## config.mk

```make
export PLATFORM = sky130hd
export DESIGN_NAME = spi_weight_tx
export DESIGN_NICKNAME = d
export VERILOG_FILES = /design/src/rtl/spi_weight_tx.sv
export SDC_FILE = /design/constraint.sdc
export NUM_CORES = 1
export LEC_CHECK = 0
export ABC_CLOCK_PERIOD_IN_PS = 4400
export CAP_MARGIN = 10
export CORE_MARGIN = 2
export CORE_UTILIZATION = 35
export CTS_BUF_LIST = sky130_fd_sc_hd__clkbuf_4 sky130_fd_sc_hd__clkbuf_8 sky130_fd_sc_hd__clkbuf_16
export CTS_CLUSTER_SIZE = 24
export DETAILED_ROUTE_END_ITERATION = 12
export PLACE_DENSITY_LB_ADDON = 0.12
export SYNTH_ARGS = -nofsm -noshare
export SYNTH_HDL_FRONTEND = slang
export SYNTH_SLANG_ARGS = --single-unit
export TNS_END_PERCENT = 50
```

## constraint.sdc

```tcl
create_clock -name clk -period 4.4 [get_ports clk]
set_input_delay 0.44 -clock clk [delete_from_list [all_inputs] [get_ports clk]]
set_output_delay 0.44 -clock clk [all_outputs]
set_load 0.01 [all_outputs]
```

## src/rtl/spi_weight_tx.sv

```systemverilog
// -----------------------------------------------------------------------------
// spi_weight_tx
// SPI master (mode 0, active-low SS) that delivers beamformer weight/config
// words to the BF_TOP weight-load slave. The host pushes words through a
// valid/ready handshake into a small FIFO. Each word goes out MSB-first as one
// SS-framed transfer.
//
// Ports
//   clk       in   1       system clock, rising edge
//   rst_n     in   1       asynchronous active-low reset
//   soft_clr  in   1       synchronous abort/flush, active-high
//   tx_data   in   DATA_W  word to send
//   tx_valid  in   1       tx_data valid
//   tx_ready  out  1       FIFO can accept a word (not full)
//   sclk      out  1       SPI clock, idles low
//   mosi      out  1       SPI data, MSB first
//   ss        out  1       slave select, active-low
//   busy      out  1       frame in progress or FIFO non-empty
//   done      out  1       one-cycle pulse when a frame completes
// -----------------------------------------------------------------------------
module spi_weight_tx #(
  parameter int DATA_W     = 32,
  parameter int CLK_DIV    = 4,
  parameter int GAP_CYC    = 8,
  parameter int FIFO_DEPTH = 4
) (
  input  logic              clk,
  input  logic              rst_n,
  input  logic              soft_clr,
  input  logic [DATA_W-1:0] tx_data,
  input  logic              tx_valid,
  output logic              tx_ready,
  output logic              sclk,
  output logic              mosi,
  output logic              ss,
  output logic              busy,
  output logic              done
);

  localparam int PTR_W   = $clog2(FIFO_DEPTH);
  localparam int CNTF_W  = PTR_W + 1;
  localparam int CNT_MAX = (CLK_DIV > GAP_CYC) ? CLK_DIV : GAP_CYC;
  localparam int CNT_W   = $clog2(CNT_MAX + 1);
  localparam int BIT_W   = $clog2(DATA_W);

  localparam logic [PTR_W-1:0]  PTR_ONE   = PTR_W'(1);
  localparam logic [PTR_W-1:0]  PTR_ZERO  = PTR_W'(0);
  localparam logic [CNTF_W-1:0] FILL_ONE  = CNTF_W'(1);
  localparam logic [CNTF_W-1:0] FILL_ZERO = CNTF_W'(0);
  localparam logic [CNTF_W-1:0] FILL_FULL = CNTF_W'(FIFO_DEPTH);
  localparam logic [CNT_W-1:0]  CNT_ONE   = CNT_W'(1);
  localparam logic [CNT_W-1:0]  CNT_ZERO  = CNT_W'(0);
  localparam logic [CNT_W-1:0]  DIV_LAST  = CNT_W'(CLK_DIV - 1);
  localparam logic [CNT_W-1:0]  GAP_LAST  = CNT_W'(GAP_CYC - 1);
  localparam logic [BIT_W-1:0]  BIT_ONE   = BIT_W'(1);
  localparam logic [BIT_W-1:0]  BIT_ZERO  = BIT_W'(0);
  localparam logic [BIT_W-1:0]  BIT_LAST  = BIT_W'(DATA_W - 1);
  localparam logic [DATA_W-1:0] WORD_ZERO = {DATA_W{1'b0}};

  typedef enum logic [2:0] {
    ST_IDLE  = 3'd0,
    ST_LEAD  = 3'd1,
    ST_HIGH  = 3'd2,
    ST_LOW   = 3'd3,
    ST_TRAIL = 3'd4,
    ST_GAP   = 3'd5
  } state_t;

  // FIFO storage and bookkeeping
  logic [DATA_W-1:0] mem_r [FIFO_DEPTH];
  logic [PTR_W-1:0]  wr_ptr_r;
  logic [PTR_W-1:0]  rd_ptr_r;
  logic [CNTF_W-1:0] fill_r;
  logic [DATA_W-1:0] rd_data_s;
  logic              push_s;
  logic              pop_s;

  // Serializer state
  state_t            state_r, state_s;
  logic [CNT_W-1:0]  cnt_r, cnt_s, cnt_inc_s;
  logic [BIT_W-1:0]  bit_r, bit_s;
  logic [DATA_W-1:0] shift_r, shift_s;
  logic              sclk_r, sclk_s;
  logic              mosi_r, mosi_s;
  logic              ss_r, ss_s;
  logic              done_r, done_s;

  assign tx_ready  = (fill_r != FILL_FULL);
  assign push_s    = tx_valid && tx_ready && !soft_clr;
  // Words are only taken from the FIFO in IDLE; there is no bypass path.
  assign pop_s     = (state_r == ST_IDLE) && (fill_r != FILL_ZERO) && !soft_clr;
  assign rd_data_s = mem_r[rd_ptr_r];
  assign cnt_inc_s = cnt_r + CNT_ONE;

  // FIFO data array write port
  always_ff @(posedge clk) begin
    if (push_s) begin
      mem_r[wr_ptr_r] <= tx_data;
    end
  end

  // FIFO pointers and fill level; pointers wrap naturally at FIFO_DEPTH
  always_ff @(posedge clk or negedge rst_n) begin
    if (!rst_n) begin
      wr_ptr_r <= PTR_ZERO;
      rd_ptr_r <= PTR_ZERO;
      fill_r   <= FILL_ZERO;
    end else if (soft_clr) begin
      wr_ptr_r <= PTR_ZERO;
      rd_ptr_r <= PTR_ZERO;
      fill_r   <= FILL_ZERO;
    end else begin
      if (push_s) begin
        wr_ptr_r <= wr_ptr_r + PTR_ONE;
      end
      if (pop_s) begin
        rd_ptr_r <= rd_ptr_r + PTR_ONE;
      end
      case ({push_s, pop_s})
        2'b10:   fill_r <= fill_r + FILL_ONE;
        2'b01:   fill_r <= fill_r - FILL_ONE;
        default: fill_r <= fill_r;
      endcase
    end
  end

  // Serializer state register and registered SPI outputs
  always_ff @(posedge clk or negedge rst_n) begin
    if (!rst_n) begin
      state_r <= ST_IDLE;
      cnt_r   <= CNT_ZERO;
      bit_r   <= BIT_ZERO;
      shift_r <= WORD_ZERO;
      sclk_r  <= 1'b0;
      mosi_r  <= 1'b0;
      ss_r    <= 1'b1;
      done_r  <= 1'b0;
    end else begin
      state_r <= state_s;
      cnt_r   <= cnt_s;
      bit_r   <= bit_s;
      shift_r <= shift_s;
      sclk_r  <= sclk_s;
      mosi_r  <= mosi_s;
      ss_r    <= ss_s;
      done_r  <= done_s;
    end
  end

  // Serializer next-state and next-output logic
  always_comb begin
    state_s = state_r;
    cnt_s   = cnt_r;
    bit_s   = bit_r;
    shift_s = shift_r;
    sclk_s  = sclk_r;
    mosi_s  = mosi_r;
    ss_s    = ss_r;
    done_s  = 1'b0;
    if (soft_clr) begin
      state_s = ST_IDLE;
      cnt_s   = CNT_ZERO;
      bit_s   = BIT_ZERO;
      shift_s = WORD_ZERO;
      sclk_s  = 1'b0;
      mosi_s  = 1'b0;
      ss_s    = 1'b1;
    end else begin
      case (state_r)
        ST_IDLE: begin
          sclk_s = 1'b0;
          ss_s   = 1'b1;
          if (pop_s) begin
            // First bit is presented together with the SS falling edge.
            shift_s = rd_data_s;
            mosi_s  = rd_data_s[DATA_W-1];
            ss_s    = 1'b0;
            bit_s   = BIT_ZERO;
            cnt_s   = CNT_ZERO;
            state_s = ST_LEAD;
          end else begin
            state_s = ST_IDLE;
          end
        end
        ST_LEAD, ST_LOW: begin
          if (cnt_r == DIV_LAST) begin
            sclk_s  = 1'b1;
            cnt_s   = CNT_ZERO;
            state_s = ST_HIGH;
          end else begin
            cnt_s = cnt_inc_s;
          end
        end
        ST_HIGH: begin
          if (cnt_r == DIV_LAST) begin
            sclk_s = 1'b0;
            cnt_s  = CNT_ZERO;
            if (bit_r == BIT_LAST) begin
              state_s = ST_TRAIL;
            end else begin
              // Data advances on the falling SCLK edge so it is stable at the next rise.
              shift_s = {shift_r[DATA_W-2:0], 1'b0};
              mosi_s  = shift_r[DATA_W-2];
              bit_s   = bit_r + BIT_ONE;
              state_s = ST_LOW;
            end
          end else begin
            cnt_s = cnt_inc_s;
          end
        end
        ST_TRAIL: begin
          if (cnt_r == DIV_LAST) begin
            ss_s    = 1'b1;
            done_s  = 1'b1;
            mosi_s  = 1'b0;
            cnt_s   = CNT_ZERO;
            state_s = ST_GAP;
          end else begin
            cnt_s = cnt_inc_s;
          end
        end
        ST_GAP: begin
          if (cnt_r == GAP_LAST) begin
            cnt_s   = CNT_ZERO;
            state_s = ST_IDLE;
          end else begin
            cnt_s = cnt_inc_s;
          end
        end
        default: begin
          // Unreachable encodings recover to a clean idle bus.
          state_s = ST_IDLE;
          cnt_s   = CNT_ZERO;
          bit_s   = BIT_ZERO;
          sclk_s  = 1'b0;
          mosi_s  = 1'b0;
          ss_s    = 1'b1;
        end
      endcase
    end
  end

  assign sclk = sclk_r;
  assign mosi = mosi_r;
  assign ss   = ss_r;
  assign done = done_r;
  assign busy = (state_r != ST_IDLE) || (fill_r != FILL_ZERO);

endmodule

```

; After elaboration in Yosys (flattened, before gate mapping)
; Memories as Yosys holds them, arrays and structs flattened.
; Index checks and enable logic that the tools add are counted.
[totals]
n_memories = 1
ram_bits = 128
word_cells = 110
register_bits = 54
inputBits = 36
[mem_list]
columns = memory, depth, word_bits, read_ports, rd_clocked_by_memory_dff, write_ports, line
row1 = mem_r, 4, 32, 1, 0, 1, 70  ; logic [DATA_W-1:0] mem_r [FIFO_DEPTH];
[op_classes]
n_reduce_logical = 25
eq_ne = 21
mux = 46
n_addsub = 6
[op_table]
columns = cell, count
row1 = $mux W31, 4
row2 = $pmux W31 S2, 1
row3 = $mux W3, 7
row4 = $ne A3 B3 Y1 const B, 7
row5 = $mux W5, 4
row6 = $mux W4, 4
row7 = $mux W1, 15
row8 = $pmux W3 S5, 1
row9 = $pmux W5 S3, 1
row10 = $pmux W4 S3, 1
row11 = $reduce_and A4 Y1, 3
row12 = $reduce_bool A3 Y1, 4
row13 = $reduce_or A4 Y1, 3
row14 = $mux W2, 4
row15 = $ne A2 B1 Y1 const B, 4
row16 = $eq A3 B2 Y1 const B, 2
row17 = $eq A3 B3 Y1 const B, 2
row18 = $pmux W1 S3, 2
row19 = $pmux W3 S2, 1
row20 = $add A5 B1 Y5 const B, 1
row21 = $eq A5 B5 Y1 const B, 1
row22 = $reduce_and A5 Y1, 1
row23 = $add A2 B1 Y2 const B, 2
row24 = $add A4 B1 Y4 const B, 1
row25 = 17 further kinds, 22

; Logic depth before layout (Yosys ltp)
; Gate-level depths: netlist (run 1).
[depth]
word_depth = 6
ltp_mapped = 9
depth_no_buf = 7

; Worst setup path before layout (run 1)
; Ideal clock, no wire load.
[synth_path]
path_type = flip-flop to flip-flop
startpoint = register bit_r[0]
endpoint = register shift_r[30]
t_arrival_ps = 2203
synth_period_minus_slack_ps = 2299
path_stages_with_launch = 10
n_path_buf = 2
slack_ps = 2101
path_cell_list = dfrtp_1 -> ha_1 -> and3_1 -> ha_1 -> or4b_1 -> buf_2 -> o22ai_4 -> buf_6 -> nor2_1 -> a311oi_2
[synth_between]
elab_chain_cells = 3
[synth_rtl]
columns = item, line
row1 = from (decl), 81  ; logic [BIT_W-1:0] bit_r, bit_s;
row2 = from (signal assigned), 141  ; bit_r <= bit_s;
row3 = $eq A5 B5 Y1, 198  ; if (bit_r == BIT_LAST) begin
row4 = $ne A3 B3 Y1 (no source line), -
row5 = $reduce_and A4 Y1 (no source line), -
row6 = to (signal assigned), 142  ; shift_r <= shift_s;
row7 = to (decl), 82  ; logic [DATA_W-1:0] shift_r, shift_s;
; Every way passes these cells.
; A chain may end at the register's enable or synchronous reset.

; Final worst setup path (run 1)
[layout_path]
startpoint = register state_r[1]
endpoint = output busy
[layout_between]
elab_chain_cells = 2
[layout_rtl]
columns = item, line
row1 = from (decl), 79  ; state_t state_r, state_s;
row2 = from (signal assigned), 139  ; state_r <= state_s;
row3 = $reduce_bool A3 Y1, 247  ; assign busy = (state_r != ST_IDLE) || (fill_r != FILL_ZERO);
row4 = $logic_or A1 B1 Y1, 247
row5 = to (decl), 36  ; output logic busy,
; Every way passes these cells.

==> results of run 1 <==
-- sequential cells by signal, indices dropped and copies added (netlist names) --
name	flops
mem_r	128
shift_r	31
bit_r	5
cnt_r	4
fill_r	3
state_r	3
rd_ptr_r	2
wr_ptr_r	2
done	1
mosi	1
sclk	1
ss	1
-- metrics by stage --
| stage | hold WS, ps | total power (W) | worst slack [ps] | instances |
|---|---|---|---|---|
| final | 149 | 0.00515 | 1410 | 833 |
| after global routing | 213 | 0.00546 | 1260 | 833 |
| after CTS | 170 | 0.00523 | 1420 | 833 |
| after detailed placement | 507 | 0.00370 | 1530 | 801 |
| after global placement | 491 | 0.00367 | 1540 | 801 |
| after floorplan | 144 | 0.00336 | 2100 | 504 |
-- synth_stat cells, drive strengths merged, types with 2 or more instances --
cell type | count | area share
a211oi | 6 | 0.0064
a21oi | 11 | 0.0071
a22oi | 2 | 0.0019
a311oi | 30 | 0.057
a31oi | 2 | 0.0016
a32oi | 2 | 0.0023
and2 | 4 | 0.0032
buf | 14 | 0.012
clkbuf | 20 | 0.0097
dfrtp | 53 | 0.17
edfxtp | 128 | 0.49
ha | 7 | 0.011
inv | 10 | 0.0048
mux2i | 2 | 0.0026
mux4 | 32 | 0.093
nand2 | 66 | 0.032
nand2b | 5 | 0.0040
nand3 | 5 | 0.0032
nand3b | 2 | 0.0019
nor2 | 48 | 0.023
nor2b | 2 | 0.0016
nor3 | 5 | 0.0032
nor3b | 3 | 0.0035
o21a | 3 | 0.0029
o21ai | 8 | 0.0051
o22ai | 3 | 0.0042
o31ai | 2 | 0.0019
or3 | 2 | 0.0016
or3b | 2 | 0.0023
or4 | 2 | 0.0019
xnor2 | 3 | 0.0034
-- per-layer routing --
| layer | vias to the layer above | wire [microns] |
|---|---|---|
| met5 | - | 0 |
| met4 | 0 | 178 |
| met3 | 14 | 431 |
| met2 | 77 | 7780 |
| met1 | 2259 | 7330 |
| li1 | 2016 | - |
-- logic make-up after synthesis --
kind of cell / share of synthesized area
AND/OR/NAND/NOR: 0.0877
buffers and inverters: 0.0269
flip-flops: 0.668
adder cells (fa/ha/maj): 0.0138
multiplexers: 0.0967
AO/OA/AOI/OAI: 0.102
XOR/XNOR: 0.00451
-- cell type report --
| type | instances | area [sq um] |
|---|---|---|
| clock buffers | 18 | 433 |
| repair buffers | 51 | 500 |
| well taps | 280 | 350 |
| fillers | 2003 | 12800 |
| flip-flops and latches | 182 | 5200 |
| multi-input cells | 278 | 2380 |
| inverters | 10 | 37.5 |
| clock inverters | 14 | 159 |
-- worst reg2reg max path: cells and delay by family (launching register included) --
family | cells | cell delay (ps)
buffers and inverters | 1 | 310
adders and majority gates | 2 | 460
AOI/OAI and AO/OA | 2 | 450
and+or+nand+nor | 3 | 1020
DFF | 1 | 410
-- placed cells by master, fill, tap and decap left out, types with 4 or more instances in the layout --
| cell type | count |
|---|---|
| a211oi_1 | 5 |
| a21oi_1 | 11 |
| a311oi_2 | 29 |
| and2_1 | 4 |
| buf_4 | 8 |
| clkbuf_16 | 17 |
| clkdlybuf4s50_1 | 39 |
| dfrtp_1 | 52 |
| edfxtp_1 | 128 |
| ha_1 | 7 |
| inv_1 | 10 |
| inv_6 | 5 |
| mux4_2 | 32 |
| nand2_1 | 66 |
| nand2b_1 | 5 |
| nand3_1 | 5 |
| nor2_1 | 48 |
| nor3_1 | 5 |
| o21ai_0 | 8 |
-- worst paths after layout --
| path | end | cells past startpoint | slack [ps] | startpoint |
|---|---|---|---|---|
| max in group asynchronous | rd_ptr_r[0] | 2 | 3700 | rst_n |
| min | cnt_r[0] | 2 | 150 | rst_n |
| max | busy | 4 | 1410 | state_r[1] |
| min reg2reg | bit_r[0] | 1 | 510 | bit_r[0] |
| max reg2reg | shift_r[29] | 8 | 1670 | bit_r[0] |
| min in group clk | bit_r[0] | 1 | 510 | bit_r[0] |
-- power by group through the flow --
| stage | registers [W] | logic (W) | clock network [W] |
|---|---|---|---|
| after detailed placement | 0.00232 | 0.00138 | 0 |
| after global placement | 0.00231 | 0.00136 | 0 |
| final | 0.00227 | 0.00136 | 0.00152 |
| after CTS | 0.00228 | 0.00138 | 0.00156 |
| after global routing | 0.00232 | 0.00151 | 0.00164 |
| after floorplan | 0.00218 | 0.00117 | 0 |
==> impl_results.md, run 1 <==
- Flop pwr share: 0.442
- Period utilization: 0.679
- Std cell rows: 54
- Post-route cell area: 9050 sq um
- Grt met2 use: 0.238
- Port Buffers: 41
- CTS tree: done
- Global route total overflow: 0
- Die height: 153 microns
- Final Skew: 11.2 ps
- N_diodes: 0
- Fraction of registers with async set/reset: 0.297
- Number of distinct library cells after synthesis: 57
- Routed via count: 4,366
- Fin. max-slew vios: 0
- DR pass1 iterations: 4
- First-pass GRT wire length: 26,000 microns
- CP endpoint kind: output port
- DRC Markers: 0
- Core area: 21,800 sq um
- Ports: 42
- Syn avg cell area: 15.4 sq um
- DRT iter0 DRCs: 208
- RePlAce Congestion: 0.747
- WP data required: 3960 ps
- Critical Path Fanout Max: 17
- Post-Syn Nets: 548
- Initial core utilization: 0.356
- Clock-pin slew on the worst setup and hold paths: 70 ps
- Fmax: 0.335 GHz
- Die area: 23,400 sq um
- Final core utilization: 0.415
- Clock sinks: 182
- Vias per inst: 5.24
- Largest net degree at the start of global routing: 62
- Total track usage: 0.143
- Seq/Total Area, Yosys: 0.668
- Post-Route WL: 15,700 microns
- H-tree Lvls: 4
- Max VDD drop: 0.265 mV
- HP Class: input pin to async pin
- Crit Path Category: register to output port
- RSZ-0062 raised after global routing: no
- Synth Register Bits: 182
- Arrival @ worst endpoint: 2550 ps
- # nets final: 584
- DP HPWL: 9390 microns
- Clk pwr share: 0.295
- Cell Int Power: 0.00353 W
- Setup violators final: 0
- Hold buffers post-CTS: 0
- Worst-Margin Slew: 1030 ps
- GRT met3 Usage: 0.0326
- Post-Syn Area: 7780 sq um
- Comb power frac: 0.264
- Initial antenna violation count: 0
- Worst slew margin: 0.313
- Die X: 153 microns
- Vias in the first global route: 4,676
- CTS Buffer Depth: 2
- Mapped Cells: 504
- CTS resizes: 0
- DR WL/cell: 18.9 microns
- Post-synth EDFFs: 128
- Final hold viol count: 0
- Net Sw Power: 0.00162 W
- Share of cells above drive strength 1: 0.210
- Root Buffer: clkbuf_16
- YS warnings: 0
- Sw frac: 0.315
- Status: completed
- Area grow syn2layout: 16.4%
- Pleak: 3.12 nW
- # Max-Cap Violations: 0
- Post-DRT Antenna Nets: 0
- Startpoint types: register
- M1 GR Usage: 0.189
- Slowest stage delay, CP: 590 ps
- Most used routing layer: met2
- TritonCTS buffer count: 17
- Ys flop type: edfxtp_1
- Buf/Inv on CP: 2
- TNS Setup: 0 ps
- Total setup buffers inserted after CTS: 0
- Later-pin clock latency in the skew report: 430 ps
- Family with the most delay on the worst path: simple AND/OR/NAND/NOR gates
- Cell Pwr Density: 569 nW/um^2
- CP max-delay cell: dfrtp_1
- Cell Area, Placed: 8460 sq um
- Fin crit period: 2990 ps
- Worst path cell trace: or3_1 > nor2_1 > inv_1 > clkdlybuf4s50_1
No activity file was read; power rests on OpenSTA's default activity.
==> run 2, diff against run 1 <==
ABC_CLOCK_PERIOD_IN_PS = 2700   (was 4400)
clock period = 2.7 ns   (was 4.4 ns; I/O delays follow)
==> run 2 against run 1 <==
Global-route usage about the same. Die area unchanged. Combinational power increased by 79%. Worst hold slack better by 110 ps. Critical path depth unchanged. Non-clock buffer count rose by 20. Sequential share of layout area fell by 0.91 points. Sequential cell count stayed put.
==> impl_results.md, run 2 (synthesis gave the netlist of run 1 again) <==
- Status: completed
- First-pass GRT wire length: 25,700 microns
- Fin. max-slew vios: 0
- Most flops, register: mem_r
- Arrival @ worst endpoint: 2240 ps
- TritonCTS buffer count: 17
- Max reg flops: 128
- Area grow syn2layout: 18.3%
- Initial antenna violation count: 0
- Clk pwr share: 0.290
- Post-Route WL: 15,900 microns
- Cell Pwr Density: 921 nW/um^2
- Crit Path Category: register to output port
- Max VDD drop: 0.487 mV
- # nets final: 604
- Clock sinks: 182
- Post-DRT Antenna Nets: 0
- Die X: 153 microns
- Core area: 21,800 sq um
- DR WL/cell: 18.6 microns
- Cell Area, Placed: 8590 sq um
- Flop pwr share: 0.422
- Sw frac: 0.314
- Startpoint types: register
- RSZ-0062 raised after global routing: no
- Non-Filler Instances: 853
- CP max-delay cell: clkdlybuf4s50_1
- Vias per inst: 5.18
- WP data required: 2430 ps
- Share of cells above drive strength 1: 0.237
- Setup violators final: 0
- Final hold viol count: 0
- CTS Buffer Depth: 2
- Global route total overflow: 0
- Comb power frac: 0.288
- Largest net degree at the start of global routing: 41
- Worst R2R Setup Slack: 200 ps
- CP endpoint kind: output port
- Vias in the first global route: 4,552
- Total track usage: 0.143
- Port Buffers: 41
- H-tree Lvls: 4
- Final core utilization: 0.422
- HP Class: input pin to async pin
- Worst slew margin: 0.610
- Ports: 42
- Post-route cell area: 9200 sq um
- DP HPWL: 10,100 microns
- Fin crit period: 2510 ps
- Root Buffer: clkbuf_16
- Fmax: 0.399 GHz
- Final Skew: 9.72 ps
- N_diodes: 0
- Initial core utilization: 0.356
- CTS tree: done
- Worst path cell trace: or3_1 > nor2_2 > inv_1 > clkdlybuf4s50_1
- Cell Int Power: 0.00581 W
- DRT iter0 DRCs: 267
- Regs by FF count: mem_r (128), shift_r (31), bit_r (5)
- Critical Path Fanout Max: 5
- Placed cells: 820
- # Max-Cap Violations: 0
- Multi-input logic area: 2380 sq um
- Die height: 153 microns
- Most frequent cells in the layout: edfxtp_1, nand2_1, dfrtp_1, nor2_1, clkdlybuf4s50_1
- Slowest stage delay, CP: 510 ps
- Later-pin clock latency in the skew report: 430 ps
- Clock-pin slew on the worst setup and hold paths: 80 ps
- Net Sw Power: 0.00266 W
- Worst-Margin Slew: 585 ps
- DRC Markers: 0
- Die area: 23,400 sq um
- Pleak: 3.21 nW
- Commonest non-fill, non-tap cell in the layout: edfxtp_1
- RePlAce Congestion: 0.799
- Routed via count: 4,419
- Std cell rows: 54
- Period utilization: 0.929
- DR pass1 iterations: 6
- TNS Setup: 0 ps
- Fill cells: 1,999
- Seq. cell area: 5200 sq um
run 2: changes by cell type in the layout (fill, tap and decap cells not counted), sizes merged:
cell and change:
clkinvlp +1, clkbuf -1, clkinv -1, buf +19, inv +1, dlygate4sd3 +1
run 2: through the flow:
stage / power [W] / hold WS, ps / worst slack (ps)
floorplan: 0.00547 / -25.6 / 401
global placement: 0.00606 / 177 / 143
detailed placement: 0.00611 / 183 / 55.8
CTS: 0.00858 / 263 / 35.4
global route: 0.00896 / 287 / 50.3
finish: 0.00848 / 257 / 192
run 2: final timing paths:
check                         endpoint  startpoint  cells past startpoint
min reg2reg                   bit_r[2]    bit_r[2]                      1
min in group clk            state_r[2]    soft_clr                      3
max                               busy   fill_r[1]                      4
min                               done       rst_n                      2
max in group asynchronous   shift_r[8]       rst_n                      3
max reg2reg                shift_r[27]    bit_r[0]                      8
run 2: routing by layer:
layer,track usage,vias up,routed length [microns]
met5,0,-,0
met4,0.0485,0,283
met3,0.0326,20,550
met2,0.230,70,7740
met1,0.192,2275,7280
li1,-,2054,-
run 2: critical path: cells and delay by family (launching register included):
family,cells,cell delay (ps)
flops,1,440
buf+inv,2,670
simple gates,2,700
run 2: layout make-up:
type	count	area share
Clock buffer	17	0.0462
Tap cell	280	0.0381
Clock inverter	15	0.0177
Inverter	10	0.00408
Sequential cell	182	0.565
Timing Repair Buffer	71	0.0700
Multi-Input combinational cell	278	0.259
run 2: power groups by stage:
stage / logic [W] / registers (W) / clock network [W]
after floorplan: 0.00191 / 0.00355 / 0
after global placement: 0.00244 / 0.00362 / 0
after detailed placement: 0.00248 / 0.00363 / 0
after CTS: 0.00248 / 0.00357 / 0.00252
after global routing: 0.00271 / 0.00361 / 0.00264
final: 0.00244 / 0.00358 / 0.00246
run 2: what timing repair did:
action / CTS / global route
hold buffers: 1 / 0
setup buffers: 0 / 0
gates resized for setup: 0 / 3
endpoints found under the setup margin: 0 / 33
endpoints found under the hold margin: 11 / 0
==> run 3, diff against run 2 <==
GPL_TIMING_DRIVEN = 0   (was not set)
==> run 3 against run 2 <==
Die area stayed put. Combinational power rose by 7%. Count of clock-buffer cells in the layout up 2. Critical path depth grew 1. Sequential power shrank 1%. Cell count grew 1.6%. Global-route usage increased by 0.30 points. Routed wire length rose by 2.0%. Critical endpoint unchanged. Clock power about the same.
==> impl_results.md, run 3 (synthesis gave the netlist of run 1 again) <==
- DRT iter0 DRCs: 272
- Routed via count: 4,474
- # nets final: 618
- Fin. max-slew vios: 0
- Most flops, register: mem_r
- WP data required: 2430 ps
- First-pass GRT wire length: 26,200 microns
- Later-pin clock latency in the skew report: 430 ps
- DRT met1 WL: 7400 microns
- Crit Path Category: register to output port
- Std cell rows: 54
- Worst slew margin: 0.321
- TritonCTS buffer count: 17
- Cell Pwr Density: 928 nW/um^2
- Max VDD drop: 0.497 mV
- DRC Markers: 0
- Post-DRT Antenna Nets: 0
- Max reg flops: 128
- Final hold viol count: 0
- Fmax: 0.387 GHz
- CTS Buffer Depth: 2
- DR pass1 iterations: 4
- Root Buffer: clkbuf_16
- Arrival @ worst endpoint: 2310 ps
- Port Buffers: 41
- DP HPWL: 10,800 microns
- N_diodes: 0
- Post-Route WL: 16,200 microns
- RePlAce Congestion: 0.797
- Fill cells: 1,984
- Critical Path Fanout Max: 8
- Setup violators final: 0
- Core area: 21,800 sq um
- Worst r2r path cells: 10
- Clock-pin slew on the worst setup and hold paths: 70 ps
- Vias per inst: 5.16
- Worst-Margin Slew: 1010 ps
- Total track usage: 0.146
- CTS tree: done
- CP endpoint kind: output port
- Max Used Layer: met4
- Status: completed
- Share of cells above drive strength 1: 0.225
- RSZ-0062 raised after global routing: yes
- Initial antenna violation count: 0
- Pleak: 3.21 nW
- Die height: 153 microns
- Worst r2r src: bit_r[0]
- Most frequent cells in the layout: edfxtp_1, nand2_1, dfrtp_1, nor2_1, clkdlybuf4s50_1
- H-tree Lvls: 4
- Startpoint types: register
- Total power: 0.00862 W
- Ports: 42
- Worst R2R Setup Slack: 170 ps
- Regs by FF count: mem_r (128), shift_r (31), bit_r (5)
- Final Skew: 10.7 ps
- Crit Reg-Reg Endpoint: shift_r[5]
- Vias in the first global route: 4,736
- Wire length on met3: 461 microns
- Die area: 23,400 sq um
- Area grow syn2layout: 19.4%
- Initial core utilization: 0.356
- TNS Setup: 0 ps
- Global route total overflow: 0
- Largest net degree at the start of global routing: 31
- Commonest non-fill, non-tap cell in the layout: edfxtp_1
- # Max-Cap Violations: 0
- Metal2 WL: 8220 microns
- DR WL/cell: 18.7 microns
- HP Class: input pin to async pin
- Fin crit period: 2580 ps
- Die X: 153 microns
- Period utilization: 0.956
- Clock sinks: 182
## run 3: cell count changes in the layout (fill, tap and decap cells not counted), moves of 2 or more
cell and change:
and2_1 -4, buf_16 +2, clkbuf_1 +20, and2_2 +4, buf_12 +2, buf_4 -21
buf_6 +3, buf_2 +7, inv_8 -2
## run 3: how the worst max path moves through the flow
stage | startpoint | endpoint | slack [ps] | cells past startpoint
2_1_floorplan | bit_r[0] | shift_r[30] | 400 | 9
3_3_place_gp | soft_clr | mem_r[3][28] | -670 | 4
3_5_place_dp | soft_clr | fill_r[2] | -340 | 7
4_1_cts | state_r[1] | busy | 50 | 5
5_1_grt | soft_clr | fill_r[2] | -20 | 7
6_report | state_r[1] | busy | 120 | 5
## run 3: cell type report
cell class | count | area, sq um | share of cell area
clock inverters | 13 | 133 | 0.0143
plain buffers | 34 | 174 | 0.0187
multi-input cells | 278 | 2390 | 0.257
inverters | 10 | 37.5 | 0.00404
repair buffers | 51 | 562 | 0.0605
clock buffers | 19 | 447 | 0.0481
well taps | 280 | 350 | 0.0377
flip-flops and latches | 182 | 5200 | 0.560
## run 3: routing by layer
metal	track usage	up-vias
li1	-	2083
met1	0.195	2313
met2	0.241	73
met3	0.0309	5
met4	0.0414	0
met5	0	-
## run 3: per-stage QoR
step | area (sq um) | instances | hold slack [ps] | utilization | setup slack [ps]
floorplan | 7780 | 504 | -25.6 | - | 401
global placement | 8540 | 825 | 494 | 0.391 | -669
detailed placement | 8650 | 830 | 319 | 0.396 | -340
CTS | 9240 | 863 | 405 | 0.424 | 54.0
global route | 9290 | 867 | 437 | 0.425 | -19.5
finish | 9290 | 867 | 402 | 0.425 | 118
## run 3: timing repair
| item | CTS | global route |
|---|---|---|
| endpoints found under the setup margin | 1 | 29 |
| hold buffers | 1 | 0 |
| pin swaps | 0 | 1 |
| buffers inserted | 0 | 3 |
| hold endpoints to repair | 23 | 0 |
| cloned | 0 | 1 |
| gates resized for setup | 1 | 5 |
## run 3: power breakdown
part           leakage (nW)  internal, W  total (W)  switching [W]
clock                 0.279      0.00133    0.00245        0.00112
combinational          1.05      0.00122    0.00262        0.00141
sequential             1.88      0.00337    0.00354       0.000174
total                  3.21      0.00591    0.00862        0.00270
## run 3: critical path, cell delays in order, from the launching register on
cell	delay, ps
dfrtp_1	460
or3_1	370
clkbuf_1	260
nor2_4	190
inv_1	120
clkdlybuf4s50_1	490
